===== src/rtl/cpu_types.sv =====
// cpu_types: shared fetch-sequencer state encoding and next-PC select codes
//   fseq_state_t  : sequencer states IDLE, RUN, DRAIN, HALTED
//   PC_*          : PCSrc values for the fetch-stage next-PC mux
//   redir_pcsrc() : maps a redirect source to a PCSrc, falling back to sequential on the illegal code 0
package cpu_types;
   typedef enum logic [1:0] {IDLE, RUN, DRAIN, HALTED} fseq_state_t;
   localparam logic [1:0] PC_SEQ = 2'd0;
   localparam logic [1:0] PC_JR  = 2'd1;
   localparam logic [1:0] PC_J   = 2'd2;
   localparam logic [1:0] PC_BR  = 2'd3;
   function automatic logic [1:0] redir_pcsrc(input logic [1:0] s);
      return (s == PC_JR || s == PC_J || s == PC_BR) ? s : PC_SEQ;
   endfunction
endpackage


===== src/rtl/perf_counter.sv =====
// perf_counter: enable-driven wrapping event counter with asynchronous clear
//   CLK   in  clock
//   RST   in  asynchronous active-high clear
//   en    in  count this cycle
//   count out current value, wraps modulo 2^CNT_W
module perf_counter #(
   parameter int CNT_W = 32
) (
   input  logic             CLK,
   input  logic             RST,
   input  logic             en,
   output logic [CNT_W-1:0] count
);
   always_ff @(posedge CLK or posedge RST)
      if (RST) count <= '0;
      else if (en) count <= count + CNT_W'(1);
endmodule


===== src/rtl/fetch_sequencer.sv =====
// fetch_sequencer: fetch-stage PC/imem-request sequencer with redirect, halt and perf counters
//   CLK, RST                      clock, asynchronous active-high reset
//   ihit, imemREN                 instruction-memory handshake
//   dstall, halt                  decode backpressure and halt detect
//   redir_valid/src, redir_ack    execute-stage PC redirect request/ack
//   pcen, PCSrc                   PC load enable and next-PC select
//   fd_en, fd_flush               fetch/decode latch load and bubble insert
//   halted                        sequencer parked in HALTED
//   perf_wait, perf_redir         imem wait cycles and applied redirects
module fetch_sequencer
   import cpu_types::*;
#(
   parameter int CNT_W = 32
) (
   input  logic             CLK,
   input  logic             RST,
   input  logic             ihit,
   output logic             imemREN,
   input  logic             dstall,
   input  logic             halt,
   input  logic             redir_valid,
   input  logic [1:0]       redir_src,
   output logic             redir_ack,
   output logic             pcen,
   output logic [1:0]       PCSrc,
   output logic             fd_en,
   output logic             fd_flush,
   output logic             halted,
   output logic [CNT_W-1:0] perf_wait,
   output logic [CNT_W-1:0] perf_redir
);
   fseq_state_t state, next;
   logic take;

   always_ff @(posedge CLK or posedge RST)
      if (RST) state <= IDLE;
      else state <= next;

   assign imemREN = state == RUN || state == DRAIN;
   assign halted  = state == HALTED;
   // a redirect is only applied once the in-flight fetch returns, or at once when parked
   assign take    = (imemREN && ihit && redir_valid) || (halted && redir_valid);

   always_comb begin
      next      = state;
      pcen      = 1'b0;
      PCSrc     = PC_SEQ;
      fd_en     = 1'b0;
      fd_flush  = 1'b0;
      redir_ack = 1'b0;
      case (state)
         IDLE:   next = RUN;
         RUN:
            if (ihit) begin
               if (!redir_valid && halt) next = HALTED;
               else if (!redir_valid && !dstall) begin
                  pcen  = 1'b1;
                  fd_en = 1'b1;
               end
            end else if (halt && !redir_valid) next = DRAIN;
         DRAIN:  if (ihit) next = redir_valid ? RUN : HALTED;
         HALTED: if (redir_valid) next = RUN;
         default: next = IDLE;
      endcase
      if (take) begin
         pcen      = 1'b1;
         PCSrc     = redir_pcsrc(redir_src);
         redir_ack = 1'b1;
         fd_flush  = 1'b1;
      end
   end

   perf_counter #(.CNT_W(CNT_W)) u_wait (
      .CLK  (CLK),
      .RST  (RST),
      .en   (imemREN && !ihit),
      .count(perf_wait)
   );

   perf_counter #(.CNT_W(CNT_W)) u_redir (
      .CLK  (CLK),
      .RST  (RST),
      .en   (redir_ack),
      .count(perf_redir)
   );
endmodule


===== config.mk =====
export PLATFORM = sky130hd
export DESIGN_NAME = fetch_sequencer
export DESIGN_NICKNAME = d
export VERILOG_FILES = /design/src/rtl/cpu_types.sv /design/src/rtl/perf_counter.sv /design/src/rtl/fetch_sequencer.sv
export SDC_FILE = /design/constraint.sdc
export NUM_CORES = 1
export LEC_CHECK = 0
export ABC_AREA = 1
export CORE_MARGIN = 2
export CORE_UTILIZATION = 52
export DETAILED_ROUTE_END_ITERATION = 12
export GPL_ROUTABILITY_DRIVEN = 0
export GPL_TIMING_DRIVEN = 0
export PLACE_DENSITY_LB_ADDON = 0.12
export RECOVER_POWER = 50
export SYNTH_ARGS = -nofsm -noshare
export SYNTH_HDL_FRONTEND = slang
export SYNTH_SLANG_ARGS = --single-unit

===== constraint.sdc =====
create_clock -name CLK -period 2.65 [get_ports CLK]
set_input_delay 0.265 -clock CLK [delete_from_list [all_inputs] [get_ports CLK]]
set_output_delay 0.265 -clock CLK [all_outputs]
set_load 0.1 [all_outputs]

== Word-level counts from Yosys, hierarchy flattened ==
Cells that the tools add are included.

* Add/subtract/negate cells: 2
* Muxes and demuxes: 15
* Equality and inequality tests: 9
* Reductions and logical operators: 15

{| class="wikitable"
|+ Operators with widths
! cell !! number
|-
| $add A32 B1 Y32 const B || 2
|-
| $mux W2 || 8
|-
| $eq A2 B2 Y1 const B || 4
|-
| $pmux W2 S4 || 1
|-
| $logic_and A1 B1 Y1 || 6
|-
| $mux W1 || 6
|-
| $eq A2 B1 Y1 const B || 2
|-
| $logic_or A1 B1 Y1 || 4
|-
| $ne A2 B2 Y1 const B || 2
|-
| $logic_not A1 Y1 || 3
|-
| $reduce_and A3 Y1 || 1
|-
| $logic_not A2 Y1 || 1
|-
| $ne A2 B1 Y1 const B || 1
|}

* Input bits: 8
* Word-level logic and storage cells: 44
* Bits in registers: 66
* Output and inout port bits: 72

== Longest topological paths before layout ==
* Depth in word-level cells: 7
* Depth in mapped cells: 11
* Gate-level depth less buffers: 11

== Hierarchy ==
A second synthesis with hierarchy kept.

* Cells, all modules: 460
* Area total of the unflattened synthesis: 3721.1 um2

{| class="wikitable"
|+ By module, submodules not included
! module !! area each (um2) !! instances !! cells an instance !! seq. area each (um2)
|-
| perf_counter at u_wait || 1730.4 || 1 || 207 || 800.8
|-
| perf_counter at u_redir || 1722.9 || 1 || 207 || 800.8
|-
| fetch_sequencer || 267.8 || 1 || 46 || 50.0
|}

== Least setup slack after synthesis ==
Ideal clock, no wire load.

* Path type: register -> output
* From: register state[0]
* To: output port PCSrc[0]
* Path buffers: 1
* Arrival time: 3178 ps
* Cell stages (with the launch flop): 7
* Path slack: -793 ps
* Required time: 2385 ps
* Cells stage by stage: dfrtp_1 ha_1 nand2_1 nand2_4 buf_8 inv_2 nor2_1

* Elaborated cells on any way between the ends: 9
* Classes of those cells: eq/ne (3); mux (1); reduce/logical (5)

{| class="wikitable"
|+ RTL lines
! element !! RTL line !! text
|-
| from (decl) || fetch_sequencer.sv:32 || <nowiki>fseq_state_t state, next;</nowiki>
|-
| from (signal assigned) || fetch_sequencer.sv:37 || <nowiki>else state <= next;</nowiki>
|-
| $eq A2 B2 Y1 || fetch_sequencer.sv:40 || <nowiki>assign halted = state == HALTED;</nowiki>
|-
| named net halted || fetch_sequencer.sv:28 || <nowiki>output logic halted,</nowiki>
|-
| $logic_and A1 B1 Y1 || fetch_sequencer.sv:42 || <nowiki>assign take = (imemREN && ihit && redir_valid) || (halted && redir_valid);</nowiki>
|-
| $logic_or A1 B1 Y1 || fetch_sequencer.sv:42 ||
|-
| $mux W2 || fetch_sequencer.sv:65 || <nowiki>if (take) begin</nowiki>
|-
| to (decl) || fetch_sequencer.sv:25 || <nowiki>output logic [1:0] PCSrc,</nowiki>
|}

The timed path passes the listed nets, and every way through them passes these cells.

== Final worst setup path ==
* From: register state[0]
* To: output port redir_ack

* Word-level cells in the longest chain between the ends: 6
* Elaborated cells on any way between the ends: 9
* Classes of those cells: eq/ne (3); mux (1); reduce/logical (5)

{| class="wikitable"
|+ RTL lines
! element !! RTL line !! text
|-
| $eq A2 B1 Y1 / $eq A2 B2 Y1 (equally long branches) || fetch_sequencer.sv:39 || <nowiki>assign imemREN = state == RUN || state == DRAIN;</nowiki>
|-
| $logic_or A1 B1 Y1 || fetch_sequencer.sv:39 ||
|-
| $logic_and A1 B1 Y1 (2 in series) || fetch_sequencer.sv:42 ||
|-
| $logic_or A1 B1 Y1 (*) || fetch_sequencer.sv:42 ||
|-
| $mux W1 (*) || fetch_sequencer.sv:65 ||
|-
| to (decl) || fetch_sequencer.sv:23 || <nowiki>output logic redir_ack,</nowiki>
|}

Every way passes the cells marked *; elsewhere a longest branch is shown, timed or not.

==> results.cfg <==
[final_layout]
syn_to_final_growth_pct = 27.5
drive_above_1_share = 0.106
n_antenna_cell = 0
nNetsFinal = 595
final_area_um2 = 4920
fin_cells = 686
final_core_util = 0.682

[detailed_routing]
via_per_inst = 4.99
wl_met3_um = 434
drtIter0Drc = 173
drt-pass1-iter-count = 5
drt_wl_total_um = 8930
drc = 0
drtAntennaViolNets = 0
vias = 3424
wl_per_cell_um = 13.0
topRoutingLayerUsed = met4
met1Wirelength_um = 3630
wl_met2_um = 4670

[synthesis]
synthMuxAreaShare = 0
ys_warn_count = 0
synth_fp_nets = 505
synth_top_family_by_area = simple AND/OR/NAND/NOR gates
synth_edf_count = 0
synthAdderAreaFrac = 0.0162
synthFlopType = dfrtp_1
synth-compound-area-share = 0.0146
yosysMostFrequentCell = nand2_1
synth_commonest_cells = 159 x nand2_1, 66 x dfrtp_1, 62 x inv_1, 50 x nor2_1, 28 x nand3_1
yosys-top-cells-area = dfrtp_1 43%, nand2_1 15%, inv_1 6.0%
ys_seq_elements = 66
synth_top_area_share = 0.428
async_flop_share = 1.00
syn-mean-instance-area_um2 = 7.84
synthSimpleGateAreaFrac = 0.395
synth_cell_type_count = 25
ys_seq_area_frac = 0.428
synth_area_um2 = 3860
synthXorXnorAreaFrac = 0.0750
yosys.area.top_type = dfrtp_1
syn_inst = 492

[power]
p_switching_mw = 1.70
total_power_mw = 3.74
swShare = 0.454
seqPwrFrac = 0.322
p_per_area_nw_per_um2 = 761
p_int_mw = 2.05
combinationalPowerShare = 0.402
p_clk_frac = 0.276
p_leak_nw = 2.31
irDropWorstVdd_mv = 0.872

[sta]
max_freq_mhz = 402
rsz0062_at_grt = false
worstMarginPinSlew_ns = 1.34
setup_violations = 0
layout_min_cycle_time_ns = 2.49
post-route-period-util = 0.938
drv_slew = 0
hold_violations = 0
setup_slack_ns = 0.163
finClkSkew_ns = 0.00922
final.setup.tns_ns = 0
fin_hold_ws_ns = 0.499
slew_headroom = 0.107

[worst_setup_path]
path_max_fanout = 11
crit_path_start_kind = flop
crit_required_ns = 2.38
cp-startpoint = state[0]
critPathCaptureType = output pin
worstPathArrival_ns = 2.22
r2r-start = state[0]
critPathKind = reg -> out
r2r_setup_slack_ns = 0.35

[floorplan]
start_util = 0.535
io_pins = 80
dieArea_um2 = 8120
die_height_um = 90.1
core_area_um2 = 7210
die_w_um = 90.1
rows = 31

[clocking]
cts.reportedPaths.clkPinSlew_ns = 0.08
cts_hold_buf = 0
cts_root_buf = clkbuf_8
clock_latency_ns = 0.35
post_cts_buffers = 0
cts.sinks = 66
htree_num_levels = 3
cts_buffers = 9
cts_tree = yes
cts_buffer_depth = 2

[min_path]
hold_path_class = reg -> reg
hp-start = u_redir.count[31]

[global_routing]
grt_max_degree = 67
grt_pass1_wl_um = 15400
grt_pass1_vias = 3374
grt_usage = 0.233
grt_overflow = 0
antenna_found_initial = 0

[place]
dp_hpwl_um = 6630
portBuffers = 79
place_ws_ns = -0.220
place_area_um2 = 4790
dp.cells = 670

[flow_run]
drv_cap = 0

[status]
status = finished clean
layout make-up:
class | instances | area (µm²)
plain buffers | 2 | 22.5
repair buffers | 79 | 774
flip-flops and latches | 66 | 1650
well taps | 99 | 124
clock buffers | 9 | 124
fillers | 633 | 2300
multi-input cells | 357 | 1850
clock inverters | 7 | 118
inverters | 67 | 251
worst paths after layout:
path	depth (start not counted)	endpoint
max	8	redir_ack
min	2	u_redir.count[31]
max reg2reg	10	u_wait.count[22]
min reg2reg	2	u_redir.count[31]
max in group asynchronous	2	u_redir.count[10]
min in group asynchronous	2	u_wait.count[2]
sequential cells by signal, indices dropped and copies added (netlist names):
signal / cells
u_redir.count: 32
u_wait.count: 32
state: 2
power by group through the flow:
stage / Sequential [mW] / Clock (mW) / Combinational [mW]
after global placement: 1.22 / 0 / 1.54
after CTS: 1.21 / 1.05 / 1.55
after detailed placement: 1.22 / 0 / 1.56
after floorplan: 1.73 / 0 / 0.712
after global routing: 1.22 / 1.09 / 1.57
final: 1.21 / 1.03 / 1.50
cells in the final DEF (no fill, tap or decap), drive strengths merged, types with 5 or more instances in the layout:
cell / n
clkdlybuf4s50: 71
o21ai: 8
xnor2: 16
inv: 67
nand3b: 13
xor2: 17
buf: 5
nor2: 78
nand2: 165
nand4: 9
nand3: 35
ha: 5
clkbuf: 9
nor3: 7
dfrtp: 66
cells by family after synthesis:
family,count (synthesis)
flops,66
buf+inv,69
simple gates,308
fa+ha+maj,5
compound gates,11
xor+xnor,33
layer usage:
metal,global-route usage,up-vias
met1,0.271,1613
li1,-,1696
met3,0.0469,17
met2,0.417,98
met4,0.101,0
met5,0,-
critical path: stages (launching register included):
cell             delay (ns)
dfrtp_1                0.40
inv_1                  0.08
ha_1                   0.30
inv_2                  0.09
nand3_1                0.12
nand2_4                0.12
buf_8                  0.15
buf_4                  0.11
clkdlybuf4s18_2        0.52
timing repair:
item / CTS / global route
resized for setup: 21 / 3
pin swaps: 0 / 0
endpoints found under the setup margin: 7 / 3
Note: power is estimated with default switching activity, not from simulation.
